**src/rtl/mac_sequencer.sv**
```systemverilog
// MAC datapath sequencer: walks ROM addresses per row pair, captures results.
// Optional abort input when MAC_SEQ_ABORT_EN is defined.
module mac_sequencer #(
    parameter int ADDR_WIDTH   = 6,
    parameter int RESULT_WIDTH = 24,
    parameter int K_STEPS      = 4,
    parameter int NUM_PAIRS    = 2,
    parameter int PIPE_LAT     = 2
) (
    input  logic                    clock,
    input  logic                    reset,
    input  logic                    start,
`ifdef MAC_SEQ_ABORT_EN
    input  logic                    abort,
`endif
    output logic                    busy,
    output logic                    done,
    output logic [ADDR_WIDTH-1:0]   romA_addrA,
    output logic [ADDR_WIDTH-1:0]   romA_addrB,
    output logic [ADDR_WIDTH-1:0]   romB_addrA,
    output logic [ADDR_WIDTH-1:0]   romB_addrB,
    output logic [ADDR_WIDTH-1:0]   romC_addrA,
    output logic [ADDR_WIDTH-1:0]   romC_addrB,
    output logic                    clear,
    output logic                    enable_mult,
    output logic                    enable_sum,
    input  logic [RESULT_WIDTH-1:0] finalResultA,
    input  logic [RESULT_WIDTH-1:0] finalResultB,
    output logic                    out_valid,
    input  logic                    out_ready,
    output logic [ADDR_WIDTH-1:0]   out_index,
    output logic [RESULT_WIDTH-1:0] out_resultA,
    output logic [RESULT_WIDTH-1:0] out_resultB
);

    if (2 * NUM_PAIRS * K_STEPS > 2 ** ADDR_WIDTH) begin : g_cfg_err
        $error("mac_sequencer: address space too small");
    end

    localparam int CW = 8;

    typedef enum logic [2:0] {
        S_IDLE, S_CLEAR, S_MULT, S_DRAIN,
        S_SUM, S_CAPTURE, S_DONE, S_ABORT
    } state_t;

    state_t state_q, state_n;

    logic [ADDR_WIDTH-1:0] p_q, p_n;
    logic [ADDR_WIDTH-1:0] k_q, k_n;
    logic [CW-1:0]         cnt_q, cnt_n;

    logic accept;
    logic last_pair;
    logic capture;
    logic abort_req;

    logic                    busy_n, done_n;
    logic                    clear_n, mult_n, sum_n;
    logic                    valid_n;
    logic [ADDR_WIDTH-1:0]   index_n;
    logic [RESULT_WIDTH-1:0] resa_n, resb_n;
    logic [ADDR_WIDTH-1:0]   aa_n, ab_n, ba_n, bb_n, ca_n, cb_n;
    logic [31:0]             row_e, row_c;

    assign accept    = out_valid & out_ready;
    assign last_pair = (p_q == ADDR_WIDTH'(NUM_PAIRS - 1));
    assign capture   = (state_q == S_CAPTURE) &&
                       (cnt_q == CW'(PIPE_LAT - 1)) &&
                       (state_n != S_ABORT);

`ifdef MAC_SEQ_ABORT_EN
    assign abort_req = abort & (state_q != S_IDLE);
`else
    assign abort_req = 1'b0;
`endif

    always_ff @(posedge clock) begin
        if (reset) begin
            state_q     <= S_IDLE;
            p_q         <= '0;
            k_q         <= '0;
            cnt_q       <= '0;
            busy        <= 1'b0;
            done        <= 1'b0;
            clear       <= 1'b0;
            enable_mult <= 1'b0;
            enable_sum  <= 1'b0;
            romA_addrA  <= '0;
            romA_addrB  <= '0;
            romB_addrA  <= '0;
            romB_addrB  <= '0;
            romC_addrA  <= '0;
            romC_addrB  <= '0;
            out_valid   <= 1'b0;
            out_index   <= '0;
            out_resultA <= '0;
            out_resultB <= '0;
        end else begin
            state_q     <= state_n;
            p_q         <= p_n;
            k_q         <= k_n;
            cnt_q       <= cnt_n;
            busy        <= busy_n;
            done        <= done_n;
            clear       <= clear_n;
            enable_mult <= mult_n;
            enable_sum  <= sum_n;
            romA_addrA  <= aa_n;
            romA_addrB  <= ab_n;
            romB_addrA  <= ba_n;
            romB_addrB  <= bb_n;
            romC_addrA  <= ca_n;
            romC_addrB  <= cb_n;
            out_valid   <= valid_n;
            out_index   <= index_n;
            out_resultA <= resa_n;
            out_resultB <= resb_n;
        end
    end

    always_comb begin
        state_n = state_q;
        p_n     = p_q;
        k_n     = k_q;
        cnt_n   = cnt_q;
        unique case (state_q)
            S_IDLE: begin
                p_n   = '0;
                k_n   = '0;
                cnt_n = '0;
                if (start) state_n = S_CLEAR;
            end
            S_CLEAR: begin
                k_n     = '0;
                state_n = S_MULT;
            end
            S_MULT: begin
                if (k_q == ADDR_WIDTH'(K_STEPS - 1)) begin
                    k_n     = '0;
                    cnt_n   = '0;
                    state_n = S_DRAIN;
                end else begin
                    k_n = k_q + 1'b1;
                end
            end
            // Minimum drain lets the last product land; also parks here
            // while the previous result is still unaccepted.
            S_DRAIN: begin
                if (cnt_q < CW'(PIPE_LAT)) begin
                    cnt_n = cnt_q + 1'b1;
                end else if (!out_valid || out_ready) begin
                    state_n = S_SUM;
                end
            end
            S_SUM: begin
                cnt_n   = '0;
                state_n = S_CAPTURE;
            end
            S_CAPTURE: begin
                if (cnt_q == CW'(PIPE_LAT - 1)) begin
                    cnt_n = '0;
                    if (last_pair) begin
                        state_n = S_DONE;
                    end else begin
                        p_n     = p_q + 1'b1;
                        state_n = S_CLEAR;
                    end
                end else begin
                    cnt_n = cnt_q + 1'b1;
                end
            end
            S_DONE: begin
                if (accept) state_n = S_IDLE;
            end
            S_ABORT: begin
                p_n     = '0;
                state_n = S_IDLE;
            end
            default: state_n = S_IDLE;
        endcase
        if (abort_req) begin
            p_n     = '0;
            k_n     = '0;
            cnt_n   = '0;
            state_n = S_ABORT;
        end
    end

    always_comb begin
        busy_n  = (state_n != S_IDLE);
        done_n  = (state_q == S_DONE) && (state_n == S_IDLE);
        clear_n = (state_n == S_CLEAR) || (state_n == S_ABORT);
        mult_n  = (state_n == S_MULT);
        sum_n   = (state_n == S_SUM);

        row_e = 32'(p_n) * 32'(2 * K_STEPS) + 32'(k_n);
        row_c = 32'(p_n) * 32'd2;
        aa_n  = ADDR_WIDTH'(row_e);
        ab_n  = ADDR_WIDTH'(row_e + 32'(K_STEPS));
        ba_n  = k_n;
        bb_n  = k_n;
        ca_n  = ADDR_WIDTH'(row_c);
        cb_n  = ADDR_WIDTH'(row_c + 32'd1);

        valid_n = out_valid;
        index_n = out_index;
        resa_n  = out_resultA;
        resb_n  = out_resultB;
        if (capture) begin
            valid_n = 1'b1;
            index_n = p_q;
            resa_n  = finalResultA;
            resb_n  = finalResultB;
        end else if (accept) begin
            valid_n = 1'b0;
        end
        if (state_n == S_ABORT) valid_n = 1'b0;
    end

endmodule

```
**config.mk**
```make
export PLATFORM = sky130hd
export DESIGN_NAME = mac_sequencer
export DESIGN_NICKNAME = d
export VERILOG_FILES = /design/src/rtl/mac_sequencer.sv
export SDC_FILE = /design/constraint.sdc
export NUM_CORES = 1
export LEC_CHECK = 0
export CORE_MARGIN = 2
export CORE_UTILIZATION = 44
export DETAILED_ROUTE_END_ITERATION = 12
export GPL_TIMING_DRIVEN = 1
export HOLD_SLACK_MARGIN = 0.1
export PLACE_DENSITY = 0.8
export SLEW_MARGIN = 20
export SYNTH_ARGS = -nofsm -noshare
export SYNTH_HDL_FRONTEND = slang
export SYNTH_SLANG_ARGS = --single-unit
```
**constraint.sdc**
```tcl
create_clock -name clock -period 4 [get_ports clock]
set_clock_uncertainty 0.15 [all_clocks]
set_input_delay 0.8 -clock clock [delete_from_list [all_inputs] [get_ports clock]]
set_output_delay 0.8 -clock clock [all_outputs]
set_load 0.01 [all_outputs]
```
# Word-level counts from Yosys, hierarchy flattened
# Index checks and enable logic that the tools add are counted.
[word_totals]
reg_bits = 107
in_bits = 52
[op_classes]
n_addsub = 6
order_cmp = 1
eq_ne = 17
muxes = 19
bitwise = 1
n_reduce_logical = 16
[ops]
columns = ["cell", "n"]
rows = [
  ["$pmux W8 S4", 1],
  ["$mux W8", 3],
  ["$pmux W3 S8", 1],
  ["$pmux W6 S2", 2],
  ["$mux W3", 7],
  ["$add A6 B1 Y6 const B", 3],
  ["$eq A3 B3 Y1 const B", 6],
  ["$mux W6", 3],
  ["$eq A3 B2 Y1 const B", 3],
  ["$add A8 B1 Y8 const B", 1],
  ["$eq A8 B1 Y1 const B", 1],
  ["$lt A8 B2 Y1 const B", 1],
  ["$reduce_or A2 Y1", 4],
  ["$add A6 B3 Y6 const B", 1],
  ["$add A6 B6 Y6", 1],
  ["$eq A3 B1 Y1 const B", 2],
  ["$eq A6 B1 Y1 const B", 1],
  ["$eq A6 B2 Y1 const B", 1],
  ["$logic_not A3 Y1", 2],
  ["$ne A2 B2 Y1 const B", 2],
  ["$reduce_bool A4 Y1", 1],
  ["$logic_and A1 B1 Y1", 3],
  ["$ne A3 B3 Y1 const B", 1],
  ["$reduce_and A3 Y1", 1],
  ["6 further kinds", 8],
]

# Logic depth before layout (Yosys ltp)
# Gate-level depths: netlist of run 1.
[logic_depth]
word_depth = 8
depth_mapped = 14
ltp_nobuf = 13

# Worst setup path before layout of run 1
# Ideal clock, no wire load.
[synth_timing]
path_kind = "register -> register"
from = "register (tool-made name)"
to = "register romA_addrB[5]"
arrival_ns = 3.045
required_ns = 3.768
setup_slack_ns = 0.723
path_stages_with_launch = 12
path_buffers = 0
period_less_slack_ns = 3.277
path_cell_list = "dfxtp_1 ha_1 or4b_4 o32ai_4 nor2_1 ha_1 fa_1 nand2_1 a211oi_1 and2_1 o21ai_0 o2111ai_1"
[synth_lines]
columns = ["item", "line", "text"]
rows = [
  ["end signal, assigned", "110", "romA_addrB <= ab_n;"],
  ["end, declared", "19", "output logic [ADDR_WIDTH-1:0] romA_addrB,"],
]

==> results of run 1 <==
## path summary, 6_finish.rpt
check | start | end | slack, ns | depth (start not counted)
max | register | romA_addrB[5] | 0.47 | 11
min | out_resultA[15] | out_resultA[15] | 0.31 | 2
max reg2reg | register | romA_addrB[5] | 0.47 | 11
min reg2reg | out_resultA[15] | out_resultA[15] | 0.31 | 2
## layout make-up
type,instances,area (um2)
clock buffers,10,138
multi-input cells,331,1780
fillers,754,3180
well taps,108,135
repair buffers,151,1490
clock inverters,5,63.8
flip-flops and latches,91,1820
inverters,7,26.3
## tightest hold or removal path, stage by stage (launching register included)
cell and delay, ns:
dfxtp_1 0.31, nand2_1 0.05, a21oi_1 0.05
## flip-flops by register name, indices dropped and copies added, names as in the netlist, named ones only
register     cells
out_resultA     24
out_resultB     24
cnt_q            8
out_index        6
romA_addrA       4
romA_addrB       4
romC_addrB       4
k_q              3
state_q          3
busy             1
clear            1
done             1
enable_mult      1
enable_sum       1
out_valid        1
p_q              1
## routing by layer
layer / vias up / track usage (%) / share of wire (%)
met5: - / 0 / 0
li1: 1809 / - / -
met4: 0 / 6.41 / 2.1
met1: 1649 / 26.2 / 45
met2: 142 / 34.7 / 46
met3: 23 / 5.58 / 7.5
## power breakdown
part           switching, mW  internal [mW]
clock network          0.324          0.306
registers             0.0176          0.917
logic                 0.0872         0.0938
total                  0.429           1.32
## Yosys cell counts (5+ instances only)
master and n:
o21ai_0 9, nand3_1 12, xor2_1 7, dfxtp_1 91, clkbuf_1 24, nor3_1 8
nand2_1 124, nor2_1 35, and3_1 5, a21oi_1 64, ha_1 7, buf_4 22
and2_1 6, inv_1 7
## stage by stage
step	utilization, %	std cells
after CTS	63.2	703
after floorplan	-	478
after global routing	63.2	703
after detailed placement	60.9	688
final	63.2	703
after global placement	60.9	688
## kinds of logic after synthesis
group,after synthesis,synth area share [%]
other cells,1,0.0964
xor+xnor,11,2.67
simple gates,213,24.2
flops,91,46.8
buf+inv,56,7.75
compound gates,96,15.2
mux,2,0.514
fa+ha+maj,8,2.77
==> impl_results.md, run 1 <==
- Post-synth EDFFs: 0
- Synth-to-layout area growth: 40.2%
- Crit-path slowest cell: fa_1
- Finish-stage setup viols: 0
- Dpl hpwl: 7.20 mm
- Worst VDD drop: 0.000216 V
- Syn Inst Count: 478
- WHS: 0.308 ns
- I/O pins: 148
- Synth warn: 0
- Most frequent cells in the layout: 145 x clkdlybuf4s50_1, 123 x nand2_1, 91 x dfxtp_1
- Worst path top cell family by delay: adder cells
- Initial antenna violation count: 0
- Vias in the first global route: 3439
- First-pass GRT wire length: 16.4 mm
- Slew Viols, Final: 0
- Die width: 98.0 um
- Total GRT Usage: 20.7%
- Routed WL: 10.1 mm
- Fin area: 5460 um2
- Fin crit share: 88.3%
- Routed wire length per instance: 14.4 um
- Post-cts resize count: 0
- Clk_lat worst skew: 0.35 ns
- Tightest Pin Transition: 1.01 ns
- Setup TNS: 0 ns
- #FFs+latches synth: 91
- Crit path arrival time: 3.65 ns
- DR DRC count: 0
- Lkg Pwr: 1.88 nW
- Core Box Area: 8640 um2
- Slowest cell delay on critical path: 0.59 ns
- CTS tree: done
- Gr ovfl total: 0
- Syn nets: 538
- Tmin final: 3.53 ns
- Antenna diode count: 0
- CTS sink cnt: 91
- PnR worst setup slack: 0.467 ns
- Clock root buffer: clkbuf_8
- Worst-path fanout max: 8
- RD Place Congestion: 0.862
- WS Path Type: reg2reg
- Yosys top cell area share: 46.8%
- Status: finished, final reports clean
- CTS buffer count: 9
- Ys async rst share: 0%
- Register area share after synthesis: 46.8%
- Final Net Count: 651
- Power density over cell area: 320 nW/um2
- Layout cells sized above 1: 5.21%
- Port buffer count: 146
- Crit start category: register
- Critical-path cell list: ha_1, or4b_4, o32ai_4, nor2_1, ha_1, fa_1, nand2_1, a211oi_1, and2_1, o21ai_0, o2111ai_1
- RSZ-0062 raised after global routing: no
- Slew HR: 32.3%
- Top cells by area, synth: dfxtp_1 47%, nand2_1 12%, a21oi_1 8.2%, buf_4 4.2%, nor2_1 3.4%
- Synth cell types: 52
- Total Power: 1.75 mW
- WP data required: 4.12 ns
- Synth area leader: dfxtp_1
- Drt pass-1 iters: 4
- CTS Buffer Depth: 2
- Routed via count: 3623
- Critical path endpoint category: register
- Buffers and inverters on the worst path: 0
- Syn avg cell area: 8.14 um2
- DR iter-0 viols: 177
- Placement Cell Area: 5260 um2
- Synth Flop Type: dfxtp_1
- Place WS: 0.470 ns
- Hold Fails Final Rpt: 0
- Synthesized cell area: 3890 um2
- Vias per cell: 5.15
- HP Class: reg2reg
- Die area: 9610 um2
- Pin count of the biggest net entering global routing: 55
- Commonest non-fill, non-tap cell in the layout: clkdlybuf4s50_1
- Initial Util: 45.1%
- Worst-path clk slew: 0.08 ns
- Hold_buf cts: 0
- Htree depth: 3
- Highest Clock Rate: 283 MHz
- Number of max-cap violations: 0
- # rows: 34
- Most used cell, CP: ha_1
- Antenna-violating nets left: 0
- Die Y: 98.0 um
- Post-CTS setup buffers: 0
Power figures use the tool's default switching activity.
==> inputs of run 2 (changes only) <==
==> constraint.sdc (replaced) <==
create_clock -name clock -period 4 [get_ports clock]
set_clock_uncertainty 0.15 [all_clocks]
set_input_delay 0.8 -clock clock [delete_from_list [all_inputs] [get_ports clock]]
set_output_delay 0.8 -clock clock [all_outputs]
set_load 0.05 [all_outputs]
==> run 2 against run 1 <==
  * Die area stayed put
  * Sequential power is essentially flat
  * Flip-flop and latch count did not move
  * Via count is 1.3% higher
  * Register-to-register slack barely moved
  * Hold slack is essentially flat
  * Largest cell class unchanged
  * Non-clock buffer count up 1
  * Cell area is 0.60% higher
  * Largest power group unchanged
  * Count of clock-buffer cells in the layout rose by 1
  * Routed wire length increased by 0.65%
  * Highest routed layer unchanged
  * Critical path depth unchanged
==> impl_results.md, run 2 (synthesis gave the netlist of run 1 again) <==
- Post-CTS setup buffers: 0 (unchanged)
- Total Power: 1.84 mW (+5.6%)
- Die Y: 98.0 um (unchanged)
- Final Net Count: 652 (+0.15%)
- Power density over cell area: 336 nW/um2 (+5.0%)
- Die area: 9610 um2 (unchanged)
- Dpl hpwl: 7.26 mm (+0.89%)
- Crit start category: register
- RSZ-0062 raised after global routing: no
- Placement Cell Area: 5260 um2 (+0.14%)
- HP Class: reg2reg
- Core Box Area: 8640 um2 (unchanged)
- Antenna-violating nets left: 0 (unchanged)
- PnR worst setup slack: 0.476 ns (+0.00961 ns)
- Worst-path fanout max: 7 (-1)
- CTS buffer count: 9 (unchanged)
- Hold Fails Final Rpt: 0 (unchanged)
- Most frequent cells in the layout: 145 x clkdlybuf4s50_1, 123 x nand2_1, 91 x dfxtp_1
- Status: finished, final reports clean
- Critical path endpoint category: register
- Clock root buffer: clkbuf_8
- Finish-stage setup viols: 0 (unchanged)
- WP data required: 4.11 ns (about the same)
- First-pass GRT wire length: 16.7 mm (+1.4%)
- Initial Util: 45.1% (unchanged)
- Setup TNS: 0 ns (unchanged)
- Die width: 98.0 um (unchanged)
- Slew Viols, Final: 0 (unchanged)
- Vias per cell: 5.21 (+1.0%)
- CTS Buffer Depth: 2 (unchanged)
- Routed via count: 3670 (+1.3%)
- DR DRC count: 0 (unchanged)
- Clk_lat worst skew: 0.35 ns (about the same)
- Commonest non-fill, non-tap cell in the layout: clkdlybuf4s50_1
- Gr ovfl total: 0 (unchanged)
- Pin count of the biggest net entering global routing: 55 (unchanged)
- Slew HR: 33.0% (+0.67 points)
- Drt pass-1 iters: 4 (unchanged)
- Number of max-cap violations: 0 (unchanged)
- Slowest cell delay on critical path: 0.59 ns (about the same)
- Layout cells sized above 1: 5.36% (+0.15 points)
- Fillcell total: 732 (-2.9%)
- RD Place Congestion: 0.863 (+0.13%)
- Lkg Pwr: 1.89 nW (+0.91%)
- CTS sink cnt: 91 (unchanged)
- Routed wire length per instance: 14.5 um (+0.37%)
- # placed instances: 689 (+0.15%)
- Fin crit share: 88.1% (-0.24 points)
- Vias in the first global route: 3539 (+2.9%)
- Final std cells w/o fill: 705 (+0.28%)
- DR iter-0 viols: 192 (+8.5%)
- Crit path arrival time: 3.64 ns (about the same)
- Initial antenna violation count: 0 (unchanged)
- Tmin final: 3.52 ns (-0.00961 ns)
- Antenna diode count: 0 (unchanged)
- Worst VDD drop: 0.000174 V (-19%)
- Total GRT Usage: 20.9% (+0.16 points)
- Htree depth: 3 (unchanged)
- Worst-path clk slew: 0.09 ns (about the same)
- Place WS: 0.500 ns (+0.0299 ns)
- Critical-path cell list: ha_1, or4b_4, o32ai_4, nor2_1, ha_1, fa_1, nand2_1, a211oi_1, and2_1, o21ai_0, o2111ai_1
- Highest Clock Rate: 284 MHz (+0.27%)
- Finished Core Util: 63.6% (+0.38 points)
- Tightest Pin Transition: 1.00 ns (-0.00997 ns)
- WHS: 0.308 ns (-0.0000300 ns)
- Post-cts resize count: 0 (unchanged)
- Crit-path slowest cell: fa_1
- Fin area: 5490 um2 (+0.60%)
- Port buffer count: 146 (unchanged)
- Regs by FF count: out_resultA (24), out_resultB (24), cnt_q (8)
- CTS tree: done
- Most used cell, CP: ha_1
- # rows: 34 (unchanged)
- WS Path Type: reg2reg
- I/O pins: 148 (unchanged)
- Routed WL: 10.2 mm (+0.65%)
- Synth-to-layout area growth: 41.1%
- Hold_buf cts: 0 (unchanged)
-- run 2: cell count changes in the layout (fill, tap and decap cells not counted), sizes merged --
cell	previous run	this run
clkinv	3	1
inv	7	8
clkbuf	10	11
buf	6	7
bufinv	1	2
-- run 2: where the power goes --
group	switching, mW	total [mW]	internal, mW	leakage, nW
clock network	0.322	0.695	0.373	0.110
logic	0.121	0.214	0.0937	1.05
registers	0.0171	0.934	0.917	0.734
total	0.460	1.84	1.38	1.89
-- run 2: final cells by class --
type	instances	area (um2)	share of cell area, %
flip-flops and latches	91	1820	33.2
inverters	7	26.3	0.479
clock buffers	11	141	2.58
multi-input cells	331	1780	32.4
clock inverters	5	85.1	1.55
repair buffers	152	1500	27.4
well taps	108	135	2.46
-- run 2: layer usage --
metal / GRT usage [%] / wire [um]
met5: 0 / 0
met4: 8.33 / 219
met3: 4.87 / 654
met2: 35.0 / 4890
met1: 26.0 / 4440
-- run 2: final timing paths --
check                           cells after the start            from  slack, ns             end
worst max-delay path                               11        register       0.48   romA_addrB[5]
worst min-delay path                                2  out_resultB[4]       0.31  out_resultB[4]
worst max register to register                     11        register       0.48   romA_addrB[5]
worst min register to register                      2  out_resultB[4]       0.31  out_resultB[4]
-- run 2: worst max-delay path: cells and delay by family (launching register included) --
family                   cells  cell delay (ns)
AO/OA/AOI/OAI                4             0.96
adder cells (fa/ha/maj)      3             1.01
flip-flops                   1             0.46
AND/OR/NAND/NOR              4             0.86
==> inputs of run 3 (changes only) <==
--- a/config.mk
+++ b/config.mk
@@ -6,11 +6,12 @@
 export NUM_CORES = 1
 export LEC_CHECK = 0
 export CORE_MARGIN = 2
-export CORE_UTILIZATION = 44
+export CORE_UTILIZATION = 45
+export CTS_BUF_LIST = sky130_fd_sc_hd__clkbuf_4
 export DETAILED_ROUTE_END_ITERATION = 12
 export GPL_TIMING_DRIVEN = 1
 export HOLD_SLACK_MARGIN = 0.1
-export PLACE_DENSITY = 0.8
+export PLACE_DENSITY = 0.82
 export SLEW_MARGIN = 20
 export SYNTH_ARGS = -nofsm -noshare
 export SYNTH_HDL_FRONTEND = slang
==> constraint.sdc (replaced) <==
create_clock -name clock -period 3.9 [get_ports clock]
set_clock_uncertainty 0.15 [all_clocks]
set_input_delay 0.78 -clock clock [delete_from_list [all_inputs] [get_ports clock]]
set_output_delay 0.78 -clock clock [all_outputs]
set_load 0.05 [all_outputs]
==> run 3 against run 2 <==
  * Register-to-register slack got worse by 0.12 ns
  * Via count fell by 2.1%
  * Sequential power rose by 2.7%
  * Total power fell by 12%
  * Global-route usage fell by 0.28 points
  * Count of clock-buffer cells in the layout fell by 1
  * Cell area fell by 2.3%
  * Critical endpoint unchanged
  * Routed wire length fell by 3.5%
  * Largest cell class unchanged
  * Setup slack got worse by 0.12 ns
==> impl_results.md, run 3 (synthesis gave the netlist of run 1 again) <==
- Gr ovfl total: 0 (unchanged)
- R2r worst-path depth: 11 (unchanged)
- Final std cells w/o fill: 700 (-0.71%)
- Core Box Area: 8300 um2 (-3.9%)
- Finish-stage setup viols: 0 (unchanged)
- Initial antenna violation count: 0 (unchanged)
- I/O pins: 148 (unchanged)
- Fillcell total: 711 (-2.9%)
- Clk pwr share: 27.5% (-10 points)
- Highest Clock Rate: 283 MHz (-0.45%)
- Routed via count: 3593 (-2.1%)
- Tightest Pin Transition: 1.01 ns (+0.00380 ns)
- FF-to-FF End: romA_addrB[5]
- Int Pwr: 1.18 mW (-15%)
- Routed wire length per instance: 14.1 um (-2.8%)
- Final Net Count: 650 (-0.31%)
- Hold_buf cts: 0 (unchanged)
- Antenna-violating nets left: 0 (unchanged)
- WP data required: 4.09 ns (-0.02 ns)
- Slowest cell delay on critical path: 0.61 ns (+0.02 ns)
- # rows: 33 (-2.9%)
- Worst-case hold path end point: out_resultB[20]
- CTS buffer count: 9 (unchanged)
- Met3 WL: 607 um (-7.2%)
- Switching portion of total power: 27.6% (+2.7 points)
- DR iter-0 viols: 135 (-30%)
- RSZ-0062 raised after global routing: no
- Buffers and inverters on the worst path: 0 (unchanged)
- Hold Startpoint: out_resultB[20]
- Seq pwr share: 59.0% (+8.3 points)
- Dpl hpwl: 7.16 mm (-1.5%)
- Worst path top cell family by delay: adder cells
- Vias in the first global route: 3368 (-4.8%)
- Worst-path fanout max: 8 (+1)
- Comb pwr share: 13.5% (+1.9 points)
- Clock root buffer: clkbuf_4
- Die Y: 97.0 um (-1.1%)
- Number of max-cap violations: 0 (unchanged)
- Regs by FF count: out_resultA (24), out_resultB (24), cnt_q (8)
- Slew Viols, Final: 0 (unchanged)
- R2R setup slack: 0.36 ns (-0.12 ns)
- Most frequent cells in the layout: 145 x clkdlybuf4s50_1, 123 x nand2_1, 91 x dfxtp_1
- Setup TNS: 0 ns (unchanged)
- Top Metal Used: met4
- DR DRC count: 0 (unchanged)
- Clk_lat worst skew: 0.42 ns (+0.07 ns)
- Crit path arrival time: 3.73 ns (+0.09 ns)
- Critical path endpoint category: register
- CTS Buffer Depth: 2 (unchanged)
- Commonest non-fill, non-tap cell in the layout: clkdlybuf4s50_1
- Vias per cell: 5.13 (-1.4%)
- Synth-to-layout area growth: 37.7%
- Slew HR: 32.7% (-0.25 points)
- Antenna diode count: 0 (unchanged)
- RD Place Congestion: 0.900 (+4.3%)
- Hold depth: 2 (unchanged)
- Layout cells sized above 1: 5.04% (-0.32 points)
- CTS tree: done
- Most used cell, CP: ha_1
- Post-CTS setup buffers: 0 (unchanged)
- WS Path Type: reg2reg
- Die width: 97.0 um (-1.1%)
- Drt pass-1 iters: 4 (unchanged)
- Total GRT Usage: 20.6% (-0.28 points)
- Crit-path slowest cell: fa_1
- Critical-path cell list: ha_1, or4b_4, o32ai_4, nor2_1, ha_1, fa_1, nand2_1, a211oi_1, and2_1, o21ai_0, o2111ai_1
- CTS sink cnt: 91 (unchanged)
- Sw Pwr: 0.449 mW (-2.2%)
- Status: finished, final reports clean
- Pin count of the biggest net entering global routing: 55 (unchanged)
- Tmin final: 3.54 ns (+0.0158 ns)
- Port buffer count: 146 (unchanged)
- DR WL met2: 4.66 mm (-4.6%)
- Worst VDD drop: 0.000160 V (-8.1%)
- Routed WL: 9.85 mm (-3.5%)
- HP Class: reg2reg
- Crit start category: register
- Die area: 9410 um2 (-2.1%)
- First-pass GRT wire length: 16.1 mm (-3.5%)
- Post-cts resize count: 0 (unchanged)
- Lkg Pwr: 1.83 nW (-3.2%)
- Worst-path clk slew: 0.13 ns (+0.04 ns)
- Power density over cell area: 303 nW/um2 (-9.7%)
- M1 wire length: 4.43 mm (-0.20%)
- Htree depth: 3 (unchanged)
- # placed instances: 684 (-0.73%)
- Initial Util: 46.9% (+1.8 points)
- Fin crit share: 90.8% (+2.7 points)
- Hold Fails Final Rpt: 0 (unchanged)
[run 3: changes by cell type in the layout (fill, tap and decap cells not counted)]
cell        before  now
clkinv_1         0    1
bufinv_16        2    0
buf_4            6    4
clkbuf_8        10    0
clkinvlp_4       1    2
clkinv_2         0    1
clkbuf_4         0   10
clkbuf_1         1    0
[run 3: metal layers]
layer | GRT usage [%] | up-vias
met5 | 0 | -
met4 | 7.04 | 0
met3 | 4.91 | 15
met2 | 34.3 | 135
met1 | 26.2 | 1633
li1 | - | 1810
[run 3: how the worst max path moves through the flow]
stage,from,to,slack [ns],cells past startpoint
2_1_floorplan,register,romA_addrB[5],0.31,11
3_3_place_gp,register,romA_addrB[5],0.56,11
3_5_place_dp,register,romA_addrB[5],0.42,11
4_1_cts,register,romA_addrB[5],0.35,11
5_1_grt,register,romA_addrB[5],0.05,11
6_report,register,romA_addrB[5],0.36,11
[run 3: worst reg2reg max path, cell delays in order (launching register included)]
cell and delay, ns:
dfxtp_1 0.46, ha_1 0.20, or4b_4 0.50, o32ai_4 0.39, nor2_1 0.10, ha_1 0.22, fa_1 0.61, nand2_1 0.07
a211oi_1 0.29, and2_1 0.19, o21ai_0 0.09, o2111ai_1 0.20
[run 3: final cells by class]
cell class              count  area [um2]  area share, %
clock inverters             6        41.3          0.770
flip-flops and latches     91        1820           34.0
repair buffers            150        1490           27.7
inverters                   7        26.3          0.490
multi-input cells         331        1780           33.2
clock buffers              10        75.1           1.40
well taps                 105         131           2.45
[run 3: power by group through the flow]
stage | clock network [mW] | registers, mW | logic (mW)
6_report | 0.447 | 0.959 | 0.220
5_1_grt | 0.500 | 0.962 | 0.235
4_1_cts | 0.466 | 0.959 | 0.220
3_5_place_dp | 0 | 0.979 | 0.218
3_3_place_gp | 0 | 0.978 | 0.215
2_1_floorplan | 0 | 0.998 | 0.112
[run 3: through the flow]
step | power (mW) | util [%] | hold WS (ns) | cell area [um2] | setup WS (ns)
6_report | 1.63 | 64.6 | 0.313 | 5360 | 0.361
5_1_grt | 1.70 | 64.6 | 0.340 | 5360 | 0.0480
4_1_cts | 1.64 | 64.6 | 0.314 | 5360 | 0.352
3_5_place_dp | 1.20 | 63.2 | 0.296 | 5240 | 0.420
3_3_place_gp | 1.19 | 63.2 | 0.291 | 5240 | 0.559
2_1_floorplan | 1.11 | - | 0.308 | 3890 | 0.307
